[src/rtl/memory_round_ctrl_if.sv]
// Player-facing bus of the memory-game round controller.
// master drives round requests and cell toggles; slave is the controller.
interface memory_round_ctrl_if;
  logic        start;
  logic [1:0]  level;
  logic        sel_valid;
  logic [4:0]  sel_idx;
  logic        submit;
  logic [8:0]  seq1;
  logic [15:0] seq2;
  logic [24:0] seq3;
  logic [24:0] player;
  logic        show;
  logic        busy;
  logic        answer;
  logic        answer_valid;

  modport master (
    output start, level, sel_valid, sel_idx, submit,
    input  seq1, seq2, seq3, player, show, busy, answer, answer_valid
  );

  modport slave (
    input  start, level, sel_valid, sel_idx, submit,
    output seq1, seq2, seq3, player, show, busy, answer, answer_valid
  );
endinterface

[src/rtl/memory_round_ctrl.sv]
// Memory-game round controller: random target generation, timed display,
// player entry and judging. Optional ROUND_TIMEOUT_EN bounds the input phase.
module memory_round_ctrl #(
  parameter int unsigned SHOW_CYCLES   = 200_000_000,
  parameter logic [15:0] SEED          = 16'hACE1,
  parameter int unsigned INPUT_TIMEOUT = 1_000_000_000
) (
  input logic           clk,
  input logic           reset,
  memory_round_ctrl_if.slave bus
);

  typedef enum logic [2:0] {S_IDLE, S_GEN, S_SHOW, S_INPUT, S_JUDGE} state_t;

  localparam int unsigned SW = $clog2(SHOW_CYCLES + 1);
  localparam logic [SW-1:0] SHOW_LAST = SW'(SHOW_CYCLES - 1);

  state_t        state_q, state_d;
  logic [15:0]   lfsr_q, lfsr_d;
  logic [1:0]    level_q, level_d;
  logic [24:0]   pattern_q, pattern_d;
  logic [2:0]    cnt_q, cnt_d;
  logic [SW-1:0] show_cnt_q, show_cnt_d;
  logic [8:0]    seq1_q, seq1_d;
  logic [15:0]   seq2_q, seq2_d;
  logic [24:0]   seq3_q, seq3_d;
  logic [24:0]   player_q, player_d;
  logic          show_q, show_d;
  logic          busy_q, busy_d;
  logic          answer_q, answer_d;
  logic          answer_valid_q, answer_valid_d;

  logic [4:0]    n_cells;
  logic [2:0]    k_target;
  logic [4:0]    cand;

`ifdef ROUND_TIMEOUT_EN
  localparam int unsigned TW = $clog2(INPUT_TIMEOUT + 1);
  localparam logic [TW-1:0] TO_LAST = TW'(INPUT_TIMEOUT - 1);
  logic [TW-1:0] tcnt_q, tcnt_d;
  logic          tout_q, tout_d;
`endif

  always_comb begin
    unique case (level_q)
      2'b01:   begin n_cells = 5'd9;  k_target = 3'd3; end
      2'b10:   begin n_cells = 5'd16; k_target = 3'd5; end
      default: begin n_cells = 5'd25; k_target = 3'd7; end
    endcase
  end

  assign cand = lfsr_q[4:0];

  always_comb begin
    state_d        = state_q;
    lfsr_d         = {lfsr_q[14:0], lfsr_q[15] ^ lfsr_q[13] ^ lfsr_q[12] ^ lfsr_q[10]};
    level_d        = level_q;
    pattern_d      = pattern_q;
    cnt_d          = cnt_q;
    show_cnt_d     = '0;
    player_d       = player_q;
    answer_d       = answer_q;
    answer_valid_d = 1'b0;
`ifdef ROUND_TIMEOUT_EN
    tcnt_d         = '0;
    tout_d         = 1'b0;
`endif

    unique case (state_q)
      S_IDLE: begin
        if (bus.start && bus.level != 2'b00) begin
          level_d   = bus.level;
          pattern_d = '0;
          player_d  = '0;
          answer_d  = 1'b0;
          cnt_d     = '0;
          state_d   = S_GEN;
        end
      end
      S_GEN: begin
        // Target count is checked on the registered count, so the last
        // placement is followed by one more GEN cycle before SHOW.
        if (cnt_q == k_target) begin
          state_d = S_SHOW;
        end else if (cand < n_cells && !pattern_q[cand]) begin
          pattern_d[cand] = 1'b1;
          cnt_d           = cnt_q + 3'd1;
        end
      end
      S_SHOW: begin
        if (show_cnt_q == SHOW_LAST) begin
          state_d = S_INPUT;
        end else begin
          show_cnt_d = show_cnt_q + 1'b1;
        end
      end
      S_INPUT: begin
        if (bus.sel_valid && bus.sel_idx < n_cells) begin
          player_d[bus.sel_idx] = ~player_q[bus.sel_idx];
        end
        if (bus.submit) begin
          state_d = S_JUDGE;
        end
`ifdef ROUND_TIMEOUT_EN
        else if (tcnt_q == TO_LAST) begin
          tout_d  = 1'b1;
          state_d = S_JUDGE;
        end else begin
          tcnt_d = tcnt_q + 1'b1;
        end
`endif
      end
      S_JUDGE: begin
`ifdef ROUND_TIMEOUT_EN
        answer_d = (player_q == pattern_q) && !tout_q;
`else
        answer_d = (player_q == pattern_q);
`endif
        answer_valid_d = 1'b1;
        state_d        = S_IDLE;
      end
      default: state_d = S_IDLE;
    endcase

    seq1_d = (level_d == 2'b01) ? pattern_d[8:0]  : '0;
    seq2_d = (level_d == 2'b10) ? pattern_d[15:0] : '0;
    seq3_d = (level_d == 2'b11) ? pattern_d       : '0;
    show_d = (state_d == S_SHOW);
    // busy stays up through the answer_valid cycle so it drops two edges after submit.
    busy_d = (state_d != S_IDLE) || (state_q == S_JUDGE);
  end

  always_ff @(posedge clk or posedge reset) begin
    if (reset) begin
      state_q        <= S_IDLE;
      lfsr_q         <= SEED;
      level_q        <= 2'b00;
      pattern_q      <= '0;
      cnt_q          <= '0;
      show_cnt_q     <= '0;
      seq1_q         <= '0;
      seq2_q         <= '0;
      seq3_q         <= '0;
      player_q       <= '0;
      show_q         <= 1'b0;
      busy_q         <= 1'b0;
      answer_q       <= 1'b0;
      answer_valid_q <= 1'b0;
    end else begin
      state_q        <= state_d;
      lfsr_q         <= lfsr_d;
      level_q        <= level_d;
      pattern_q      <= pattern_d;
      cnt_q          <= cnt_d;
      show_cnt_q     <= show_cnt_d;
      seq1_q         <= seq1_d;
      seq2_q         <= seq2_d;
      seq3_q         <= seq3_d;
      player_q       <= player_d;
      show_q         <= show_d;
      busy_q         <= busy_d;
      answer_q       <= answer_d;
      answer_valid_q <= answer_valid_d;
    end
  end

`ifdef ROUND_TIMEOUT_EN
  always_ff @(posedge clk or posedge reset) begin
    if (reset) begin
      tcnt_q <= '0;
      tout_q <= 1'b0;
    end else begin
      tcnt_q <= tcnt_d;
      tout_q <= tout_d;
    end
  end
`endif

  assign bus.seq1         = seq1_q;
  assign bus.seq2         = seq2_q;
  assign bus.seq3         = seq3_q;
  assign bus.player       = player_q;
  assign bus.show         = show_q;
  assign bus.busy         = busy_q;
  assign bus.answer       = answer_q;
  assign bus.answer_valid = answer_valid_q;

endmodule

[src/flat_wrapper.sv]
// flat-port wrapper written by rule: the top's interface ports become plain ports
module memory_round_ctrl_flat 
#(
  parameter int unsigned SHOW_CYCLES   = 200_000_000,
  parameter logic [15:0] SEED          = 16'hACE1,
  parameter int unsigned INPUT_TIMEOUT = 1_000_000_000
)
  (clk, reset, bus_start, bus_level, bus_sel_valid, bus_sel_idx, bus_submit, bus_seq1, bus_seq2, bus_seq3, bus_player, bus_show, bus_busy, bus_answer, bus_answer_valid);
  memory_round_ctrl_if bus_i ();
  input logic clk;
  input logic reset;
  input wire logic [$bits(bus_i.start)-1:0] bus_start;
  input wire logic [$bits(bus_i.level)-1:0] bus_level;
  input wire logic [$bits(bus_i.sel_valid)-1:0] bus_sel_valid;
  input wire logic [$bits(bus_i.sel_idx)-1:0] bus_sel_idx;
  input wire logic [$bits(bus_i.submit)-1:0] bus_submit;
  output wire logic [$bits(bus_i.seq1)-1:0] bus_seq1;
  output wire logic [$bits(bus_i.seq2)-1:0] bus_seq2;
  output wire logic [$bits(bus_i.seq3)-1:0] bus_seq3;
  output wire logic [$bits(bus_i.player)-1:0] bus_player;
  output wire logic [$bits(bus_i.show)-1:0] bus_show;
  output wire logic [$bits(bus_i.busy)-1:0] bus_busy;
  output wire logic [$bits(bus_i.answer)-1:0] bus_answer;
  output wire logic [$bits(bus_i.answer_valid)-1:0] bus_answer_valid;
  assign bus_i.start = bus_start;
  assign bus_i.level = bus_level;
  assign bus_i.sel_valid = bus_sel_valid;
  assign bus_i.sel_idx = bus_sel_idx;
  assign bus_i.submit = bus_submit;
  assign bus_seq1 = bus_i.seq1;
  assign bus_seq2 = bus_i.seq2;
  assign bus_seq3 = bus_i.seq3;
  assign bus_player = bus_i.player;
  assign bus_show = bus_i.show;
  assign bus_busy = bus_i.busy;
  assign bus_answer = bus_i.answer;
  assign bus_answer_valid = bus_i.answer_valid;
  memory_round_ctrl #(.SHOW_CYCLES(SHOW_CYCLES), .SEED(SEED), .INPUT_TIMEOUT(INPUT_TIMEOUT)) u_core (.clk(clk), .reset(reset), .bus(bus_i));
endmodule
[config.mk]
export PLATFORM = sky130hd
export DESIGN_NAME = memory_round_ctrl_flat
export DESIGN_NICKNAME = d
export VERILOG_FILES = /design/src/rtl/memory_round_ctrl_if.sv /design/src/rtl/memory_round_ctrl.sv /design/src/flat_wrapper.sv
export SDC_FILE = /design/constraint.sdc
export NUM_CORES = 1
export LEC_CHECK = 0
export BUFFER_PORTS_ARGS = -buffer_cell sky130_fd_sc_hd__buf_2
export CORE_MARGIN = 5
export CORE_UTILIZATION = 25
export DETAILED_ROUTE_END_ITERATION = 10
export SLEW_MARGIN = 20
export SYNTH_ARGS = -nofsm -noshare
export SYNTH_HDL_FRONTEND = slang
export SYNTH_SLANG_ARGS = --single-unit
[constraint.sdc]
create_clock -name clk -period 6.7 [get_ports clk]
set_clock_uncertainty 0.1 [all_clocks]
set_input_delay 1.005 -clock clk [delete_from_list [all_inputs] [get_ports clk]]
set_output_delay 1.005 -clock clk [all_outputs]
set_load 0.005 [all_outputs]
# After elaboration in Yosys (flattened, before gate mapping)
# Cells that the tools add are included.
[op_classes]
multipliers = 0
n_addsub = 2
eq_ne = 17
bitwise = 5
n_shift = 0
reduce_logical = 16
n_mux = 37
order_cmp = 6
div = 0
[op_table]
columns = ["operator", "n"]
rows = [
  ["2-to-1 mux 25 bit", 6],
  ["one-hot mux 25 bit (2 select lines)", 2],
  ["2-to-1 mux 28 bit", 2],
  ["adder 28 x 1 -> 28 bit, second input constant", 1],
  ["equality test 28 bit, second input constant", 1],
  ["bitwise mux 25 bit", 1],
  ["equality test 25 bit", 1],
  ["bitwise OR 25 bit", 1],
  ["2-to-1 mux 3 bit", 7],
  ["2-to-1 mux 16 bit", 1],
  ["less-than comparator 5 x 6 -> 1 bit, second input constant", 2],
  ["one-hot mux 3 bit (2 select lines)", 2],
  ["one-hot mux 3 bit (4 select lines)", 1],
  ["binary-select mux 1 bit (select 5 bit)", 2],
  ["demux 1 bit (select 5 bit)", 2],
  ["greater-or-equal comparator 5 x 1 -> 1 bit, second input constant", 2],
  ["less-than comparator 5 bit", 2],
  ["one-hot mux 5 bit (2 select lines)", 1],
  ["equality test 3 x 2 -> 1 bit, second input constant", 3],
  ["2-to-1 mux 9 bit", 1],
  ["nonzero test 2 bit", 4],
  ["equality test 2 bit, second input constant", 3],
  ["2-to-1 mux 1 bit", 6],
  ["inequality test 2 x 1 -> 1 bit, second input constant", 3],
  ["18 further kinds", 26],
]
[totals]
register_bits = 156
latch_bits = 0
input_bits = 12
mem_bits_ro = 0
output_inout_bits = 79
word_cells = 97
ramBits = 0
mem_count = 0

# Longest topological paths before layout
# Gate-level depths: netlist of run 1.
[logic_depth]
word_depth = 9
ltp_mapped = 9
ltp_nobuf = 6

# Least setup slack after synthesis of run 1
# OpenSTA, ideal clock, no wires.
[synth_path]
path_kind = "input -> register"
start = "in bus_sel_idx[0]"
end = "reg u_core.player_q[19], in the netlist u_core.bus.player[19]"
t_required_ns = 6.504
setup_ns = 0.096
arrival_time_ns = 2.463
path_stages = 7
n_path_buf = 3
setup_slack_ns = 4.041
path_cell_list = "buf_6 -> buf_2 -> mux4_2 -> a22oi_1 -> nand3_2 -> buf_6 -> o31ai_1"
[synth_between]
elab_chain_len = 7
word_cells_on_any_way = 15
cone_classes = "3 x order compare; 1 x eq/ne; 7 x mux; 1 x bitwise; 3 x reduce/logical"
[synth_lines]
columns = ["element", "line_no", "rtl"]
rows = [
  ["from (decl)", "flat_wrapper.sv:15", "input wire logic [$bits(bus_i.sel_idx)-1:0] bus_sel_idx;"],
  ["less-than comparator 5 x 6 -> 1 bit (not written as such) or greater-or-equal comparator 5 x 1 -> 1 bit (tied branches)", "memory_round_ctrl.sv:99", "player_d[bus.sel_idx] = ~player_q[bus.sel_idx];"],
  ["logical AND 1 bit (not written as such)", "memory_round_ctrl.sv:99", ""],
  ["2-to-1 mux 1 bit (not written as such)", "memory_round_ctrl.sv:99", ""],
  ["demux 1 bit (select 5 bit)", "-", ""],
  ["bitwise mux 25 bit", "memory_round_ctrl.sv:99", ""],
  ["2-to-1 mux 25 bit", "memory_round_ctrl.sv:98", "if (bus.sel_valid && bus.sel_idx < n_cells) begin"],
  ["one-hot mux 25 bit (2 select lines)", "memory_round_ctrl.sv:69", "unique case (state_q)"],
  ["to (signal assigned)", "memory_round_ctrl.sv:159", "player_q <= player_d;"],
  ["to (decl)", "memory_round_ctrl.sv:27", "logic [24:0] player_q, player_d;"],
]
# Parallel ways exist; a longest one is shown, timed or not. The select of a mux whose other input is x is not followed.
# A chain may end at the register's enable or synchronous reset.

# Worst setup path after layout of run 1
[layout_path]
start = "reg u_core.lfsr_q[0]"
end = "reg u_core.pattern_q[16]"
[layout_between]
elab_chain_len = 8
word_cells_on_any_way = 14
cone_classes = "3 x order compare; 7 x mux; 1 x bitwise; 3 x reduce/logical"
[layout_lines]
columns = ["element", "line_no", "rtl"]
rows = [
  ["from (decl)", "memory_round_ctrl.sv:19", "logic [15:0] lfsr_q, lfsr_d;"],
  ["from (signal assigned)", "memory_round_ctrl.sv:151", "lfsr_q <= lfsr_d;"],
  ["less-than comparator 5 x 6 -> 1 bit (not written as such) or greater-or-equal comparator 5 x 1 -> 1 bit (tied branches)", "memory_round_ctrl.sv:86", "pattern_d[cand] = 1'b1;"],
  ["logical AND 1 bit (not written as such)", "memory_round_ctrl.sv:86", ""],
  ["2-to-1 mux 1 bit (not written as such)", "memory_round_ctrl.sv:86", ""],
  ["demux 1 bit (select 5 bit)", "-", ""],
  ["bitwise OR 25 bit (no source line)", "-", ""],
  ["2-to-1 mux 25 bit *", "memory_round_ctrl.sv:85", "end else if (cand < n_cells && !pattern_q[cand]) begin"],
  ["2-to-1 mux 25 bit *", "memory_round_ctrl.sv:83", "if (cnt_q == k_target) begin"],
  ["one-hot mux 25 bit (2 select lines) *", "memory_round_ctrl.sv:69", ""],
  ["named net u_core.pattern_d[16]", "memory_round_ctrl.sv:21", "logic [24:0] pattern_q, pattern_d;"],
  ["to (signal assigned)", "memory_round_ctrl.sv:153", "pattern_q <= pattern_d;"],
  ["to (decl)", "memory_round_ctrl.sv:21", ""],
]
# Mark *: on every way through the listed nets, which the timed path passes. The rest lies on a longest branch. The select of a mux whose other input is x is not followed.

==> impl_metrics.tcl, run 1 <==
set metrics [dict create \
    antennaDiodeCount 0 \
    die_w_um 183 \
    syn-cell-area_mm2 0.00746 \
    grt_max_degree 92 \
    worst_pin_slew_ns 1.00 \
    cp_cell_sequence "mux4_2, nor2_1, o2111a_1, nand2_1, o41ai_1" \
    numPlacedInstances 1156 \
    n_fill_cell 3059 \
    power_density_mw_per_mm2 288 \
    synth_cell_types 69 \
    critPathSlowestCell "o2111a_1" \
    cts_buffer_depth 2 \
    critPathLaunchType "flip-flop" \
    grt_antenna_before_repair 0 \
    worstPathArrival_ns 3.32 \
    numCtsBuffers 17 \
    hp-start "u_core.lfsr_q[14]$_DFF_PP0_" \
    rsz0062_at_grt "false" \
    startpoint "u_core.lfsr_q[0]$_DFF_PP1_" \
    grt_pass1_wl_um 33500 \
    hold_depth 0 \
    die-area_mm2 0.0334 \
    finalHoldViolCount 0 \
    grt_use_total 0.126 \
    cts_resized 0 \
    synth_cells 713 \
    holdPathEnd "u_core.lfsr_q[15]$_DFF_PP1_" \
    r2r-start "u_core.lfsr_q[0]$_DFF_PP1_" \
    cp-end-kind "flip-flop" \
    setup_tns_ns 0 \
    hpwlAfterDp_um 14500 \
    syn-num-nets 727 \
    outcome "finished, final reports clean" \
    r2r-end "u_core.pattern_q[16]$_DFF_PP0_" \
    synth_seq_cells 156 \
    ctsHoldBuffers 0 \
    worstHoldPathType "reg -> reg" \
    layout_common_cells "148 x dfrtp_1, 98 x nand2_1, 90 x buf_2, 65 x nor2_1, 39 x a21oi_1" \
    fin_nets 799 \
    clk_pin_slew_ns 0.07 \
    slew_headroom 0.333 \
    p_seq_frac 0.424 \
    grt-ovfl-total 0 \
    synth-edff-count 0 \
    yosysSeqAreaShare 0.525 \
    instances_no_fill 1188 \
    crit_type "reg -> reg" \
    cts_num_sinks 156 \
    fp-row-count 63 \
    htree_levels 4 \
    start_util 0.252 \
    swShare 0.334 \
    final_common_cell "dfrtp_1" \
    p_comb_frac 0.199 \
    total_leakage_power_nw 4.03 \
    cts_tree "done" \
    setup_viol 0 \
    fin_crit_sh 0.463 \
    area_growth_syn_to_layout_pct 17.9 \
    required_ns 6.91 \
    core_mm2 0.0296 \
    cts_root_buffer "clkbuf_16" \
    grt_pass1_vias 5816 \
    syn_area_per_cell_um2 10.5 \
    vias_per_cell 4.84 \
    ff2ff_setup_slack_ns 3.59 \
    slowest_delay_ns 0.78 \
    path_max_fanout 19 \
    synthFlopType "dfrtp_1" \
    min_period_ns 3.11 \
    p_int_w 0.00168 \
    insertion_delay_ns 0.42 \
    peakVddDrop_mv 0.178 \
    drt_first_pass_iters 5 \
    reg2regPathDepth 5 \
    num_vias 5749 \
    route.detailed.drc 0 \
    drt_iter0_drc 526 \
    wl_per_cell_um 17.3 \
    async_reset_ff_frac 1.00 \
    maxCapViolations 0 \
    yosys_warnings 0 \
    p_sw_w 0.000846 \
    place_congestion 0.835 \
    die_h_um 183 \
    routed_wirelength_um 20600 \
    drtAntennaViolNets 0 \
    cts_setup_buffers 0 \
    fmax_mhz 322 \
    p_clk_frac 0.377 \
    port_buffers 90 \
    drive_gt1_frac 0.218 \
    slew_violations 0 \
    io_pins 91 \
    power_w 0.00253 \
]
worst max-delay path: cells and delay by family, from the launching register on:
kind	cells	cell delay, ns
and+or+nand+nor	2	0.47
AOI/OAI and AO/OA	2	1.11
DFF	1	0.76
muxes	1	0.54
cells in the mapped netlist, types with 8 or more instances:
master	number	area [µm²]
xnor2_1	34	298
buf_2	14	70.1
nand2_1	98	368
nand2b_1	10	62.6
dfstp_2	8	210
mux4_2	11	248
o21ai_0	25	125
dfrtp_1	148	3700
inv_1	16	60.1
xor2_1	21	184
nand3_1	23	115
nand4_1	22	138
nor2b_1	8	50.1
o31ai_1	14	105
nor3_1	12	60.1
nor2_1	66	248
clkbuf_1	18	67.6
a21oi_1	39	195
nor4_1	9	56.3
mux2i_1	13	130
per-stage QoR:
stage                     worst slack [ns]  cell area [µm²]  utilization  hold WS [ns]
after floorplan                       1.40             7460            -         0.231
after global placement                3.37             8220        0.278         0.236
after detailed placement              3.36             8220        0.278         0.246
after CTS                             3.57             8800        0.298         0.254
after global routing                  3.36             8800        0.298         0.261
final                                 3.59             8800        0.298         0.252
worst max-delay path by stage:
stage	endpoint	slack, ns	cells after the start
4_1_cts	u_core.pattern_q[16]$_DFF_PP0_	3.57	5
6_report	u_core.pattern_q[16]$_DFF_PP0_	3.59	5
5_1_grt	u_core.pattern_q[16]$_DFF_PP0_	3.36	5
3_3_place_gp	u_core.bus.player[14]$_DFFE_PP0P_	3.37	6
3_5_place_dp	u_core.bus.player[19]$_DFFE_PP0P_	3.36	6
2_1_floorplan	async pin	1.40	1
logic make-up (layout without fill, tap and decap cells):
| family | count (synthesis) | in the layout | synth area share |
|---|---|---|---|
| AOI/OAI and AO/OA | 121 | 121 | 0.111 |
| xor gates and xnor gates | 55 | 55 | 0.0646 |
| adders and majority gates | 2 | 2 | 0.00335 |
| DFF | 156 | 156 | 0.525 |
| buffers and inverters | 57 | 142 | 0.0376 |
| and+or+nand+nor | 294 | 294 | 0.202 |
| muxes | 28 | 28 | 0.0572 |
layer usage:
| metal | vias to the layer above | track usage | routed length, µm |
|---|---|---|---|
| met5 | - | 0 | 0 |
| met4 | 0 | 0.0225 | 152 |
| met3 | 15 | 0.0365 | 1230 |
| met2 | 179 | 0.195 | 9640 |
| met1 | 2876 | 0.178 | 9570 |
| li1 | 2679 | - | - |
area by class of cell:
type                    instances  area [µm²]  area share
flip-flops and latches        156        3910       0.445
multi-input cells             500        3270       0.371
well taps                     390         488      0.0555
repair buffers                 94         480      0.0546
clock buffers                  19         453      0.0515
clock inverters                13         130      0.0148
inverters                      16        65.1     0.00739
power by group through the flow:
| stage | Clock, W | Combinational, W | Sequential, W |
|---|---|---|---|
| floorplan | 0 | 0.000396 | 0.00105 |
| global placement | 0 | 0.000500 | 0.00109 |
| detailed placement | 0 | 0.000510 | 0.00109 |
| CTS | 0.000973 | 0.000512 | 0.00107 |
| global route | 0.00102 | 0.000565 | 0.00108 |
| finish | 0.000953 | 0.000504 | 0.00107 |
sequential cells by signal, indices dropped and copies added (netlist names), named ones only:
register,cells
u_core.pattern_q,24
u_core.bus.answer,1
u_core.state_q,3
u_core.bus.seq1,9
u_core.bus.busy,1
u_core.bus.seq3,25
u_core.bus.seq2,16
u_core.cnt_q,3
u_core.bus.player,25
u_core.lfsr_q,16
u_core.bus.answer_valid,1
u_core.show_cnt_q,28
u_core.level_q,2
u_core.bus.show,1
Power figures use the tool's default switching activity.
==> run 2, diff against run 1 <==
clock period = 3.24 ns   (was 6.7 ns; I/O delays follow)
==> impl_metrics.tcl, run 2 (synthesized netlist as in run 1, its figures left out) <==
set metrics [dict create \
    outcome "finished, final reports clean" \
    p_clk_frac 0.398 \
    power_density_mw_per_mm2 616 \
    p_seq_frac 0.403 \
    clk_pin_slew_ns 0.07 \
    p_sw_w 0.00177 \
    p_int_w 0.00373 \
    cts_root_buffer "clkbuf_16" \
    drive_gt1_frac 0.226 \
    start_util 0.252 \
    grt_use_total 0.125 \
    route.detailed.drc 0 \
    slew_violations 0 \
    drtAntennaViolNets 0 \
    routed_wirelength_um 20800 \
    area_growth_syn_to_layout_pct 19.8 \
    reg2regPathDepth 5 \
    drt_iter0_drc 373 \
    cts_buffer_depth 2 \
    rsz0062_at_grt "false" \
    ff2ff_setup_slack_ns 0.58 \
    fp-row-count 63 \
    cts_num_sinks 156 \
    worstHoldPathType "in -> async" \
    grt_pass1_vias 5700 \
    slowest_delay_ns 0.55 \
    required_ns 3.45 \
    cts_setup_buffers 0 \
    layout_common_cells "148 x dfrtp_1, 98 x nand2_1, 90 x buf_2, 65 x nor2_1, 39 x a21oi_1" \
    total_leakage_power_nw 4.10 \
    critPathSlowestCell "a21o_1" \
    htree_levels 4 \
    min_period_ns 2.66 \
    final_common_cell "dfrtp_1" \
    grt_antenna_before_repair 0 \
    die_h_um 183 \
    setup_viol 0 \
    port_buffers 90 \
    fin_crit_sh 0.820 \
    power_w 0.00551 \
    cts_tree "done" \
    worst_pin_slew_ns 0.828 \
    core_mm2 0.0296 \
    setup_tns_ns 0 \
    fin_nets 807 \
    p_comb_frac 0.199 \
    insertion_delay_ns 0.43 \
    n_fill_cell 3051 \
    die-area_mm2 0.0334 \
    worstPathArrival_ns 2.87 \
    vias_per_cell 4.86 \
    cp_cell_sequence "nor2b_2, a31oi_1, a21o_1, nand3_1, o41ai_2" \
    fmax_mhz 376 \
    grt-ovfl-total 0 \
    crit_type "reg -> reg" \
    critPathLaunchType "flip-flop" \
    place_congestion 0.863 \
    wl_per_cell_um 17.4 \
    finalHoldViolCount 0 \
    final_area_mm2 0.00893 \
    path_max_fanout 16 \
    top_register "u_core.show_cnt_q" \
    drt_first_pass_iters 5 \
    numCtsBuffers 17 \
    swShare 0.322 \
    peakVddDrop_mv 0.342 \
    maxCapViolations 0 \
    placed_area_mm2 0.00829 \
    io_pins 91 \
    cts_resized 0 \
    die_w_um 183 \
    num_vias 5817 \
    largest_reg_flops 28 \
    grt_max_degree 157 \
    antennaDiodeCount 0 \
    slew_headroom 0.448 \
    grt_pass1_wl_um 32800 \
    ctsHoldBuffers 0 \
    cp-end-kind "flip-flop" \
    hpwlAfterDp_um 14700 \
]
==> run 2: changes by cell type in the layout (fill, tap and decap cells not counted) <==
cell        delta
clkinvlp_4     +1
inv_8          +2
buf_12         +1
bufinv_16      +3
buf_4          +7
inv_6          -2
clkinv_4       -3
clkbuf_8       -1
==> run 2: layout make-up <==
cell class                      count  area (µm²)  share of cell area
Sequential cell                   156        3910               0.438
Inverter                           16        63.8             0.00714
Multi-Input combinational cell    500        3270               0.366
Tap cell                          390         488              0.0546
Clock buffer                       18         439              0.0492
Clock inverter                     14         208              0.0232
Timing Repair Buffer              102         553              0.0619
==> run 2: metal layers <==
metal	share of wire	GRT usage	wire, µm	up-vias
met5	0	0	0	-
met4	0.016	0.0330	326	0
met3	0.056	0.0301	1160	24
met2	0.46	0.187	9480	191
met1	0.47	0.183	9830	2903
li1	-	-	-	2699
==> run 2: final timing paths <==
kind / startpoint / endpoint
worst max-delay path: u_core.level_q[0]$_DFF_PP0_ / u_core.bus.seq2[9]$_DFF_PP0_
worst min-delay path: reset / u_core.show_cnt_q[9]$_DFF_PP0_
worst max register to register: u_core.level_q[0]$_DFF_PP0_ / u_core.bus.seq2[9]$_DFF_PP0_
worst min register to register: u_core.lfsr_q[5]$_DFF_PP1_ / u_core.lfsr_q[6]$_DFF_PP1_
max in group asynchronous: reset / u_core.bus.player[18]$_DFFE_PP0P_
min in group clk: bus_submit / u_core.state_q[2]$_DFF_PP0_
==> run 2: through the flow <==
step | util | cells | hold WS (ns) | worst slack, ns
floorplan | - | 713 | 0.231 | 0.688
global placement | 0.280 | 1164 | 0.235 | 0.453
detailed placement | 0.280 | 1164 | 0.243 | 0.411
CTS | 0.302 | 1196 | 0.229 | 0.566
global route | 0.302 | 1196 | 0.241 | 0.406
finish | 0.302 | 1196 | 0.200 | 0.582
==> run 2: power groups by stage <==
stage,registers (W),logic (W),clock network [W]
floorplan,0.00218,0.000820,0
finish,0.00222,0.00110,0.00219
global placement,0.00225,0.00108,0
global route,0.00224,0.00121,0.00233
detailed placement,0.00225,0.00110,0
CTS,0.00222,0.00110,0.00224
==> run 2: critical path: cells and delay by family, from the launching register on <==
| family | cells | cell delay (ns) |
|---|---|---|
| AO/OA/AOI/OAI | 3 | 1.26 |
| AND/OR/NAND/NOR | 2 | 0.70 |
| flip-flops | 1 | 0.49 |
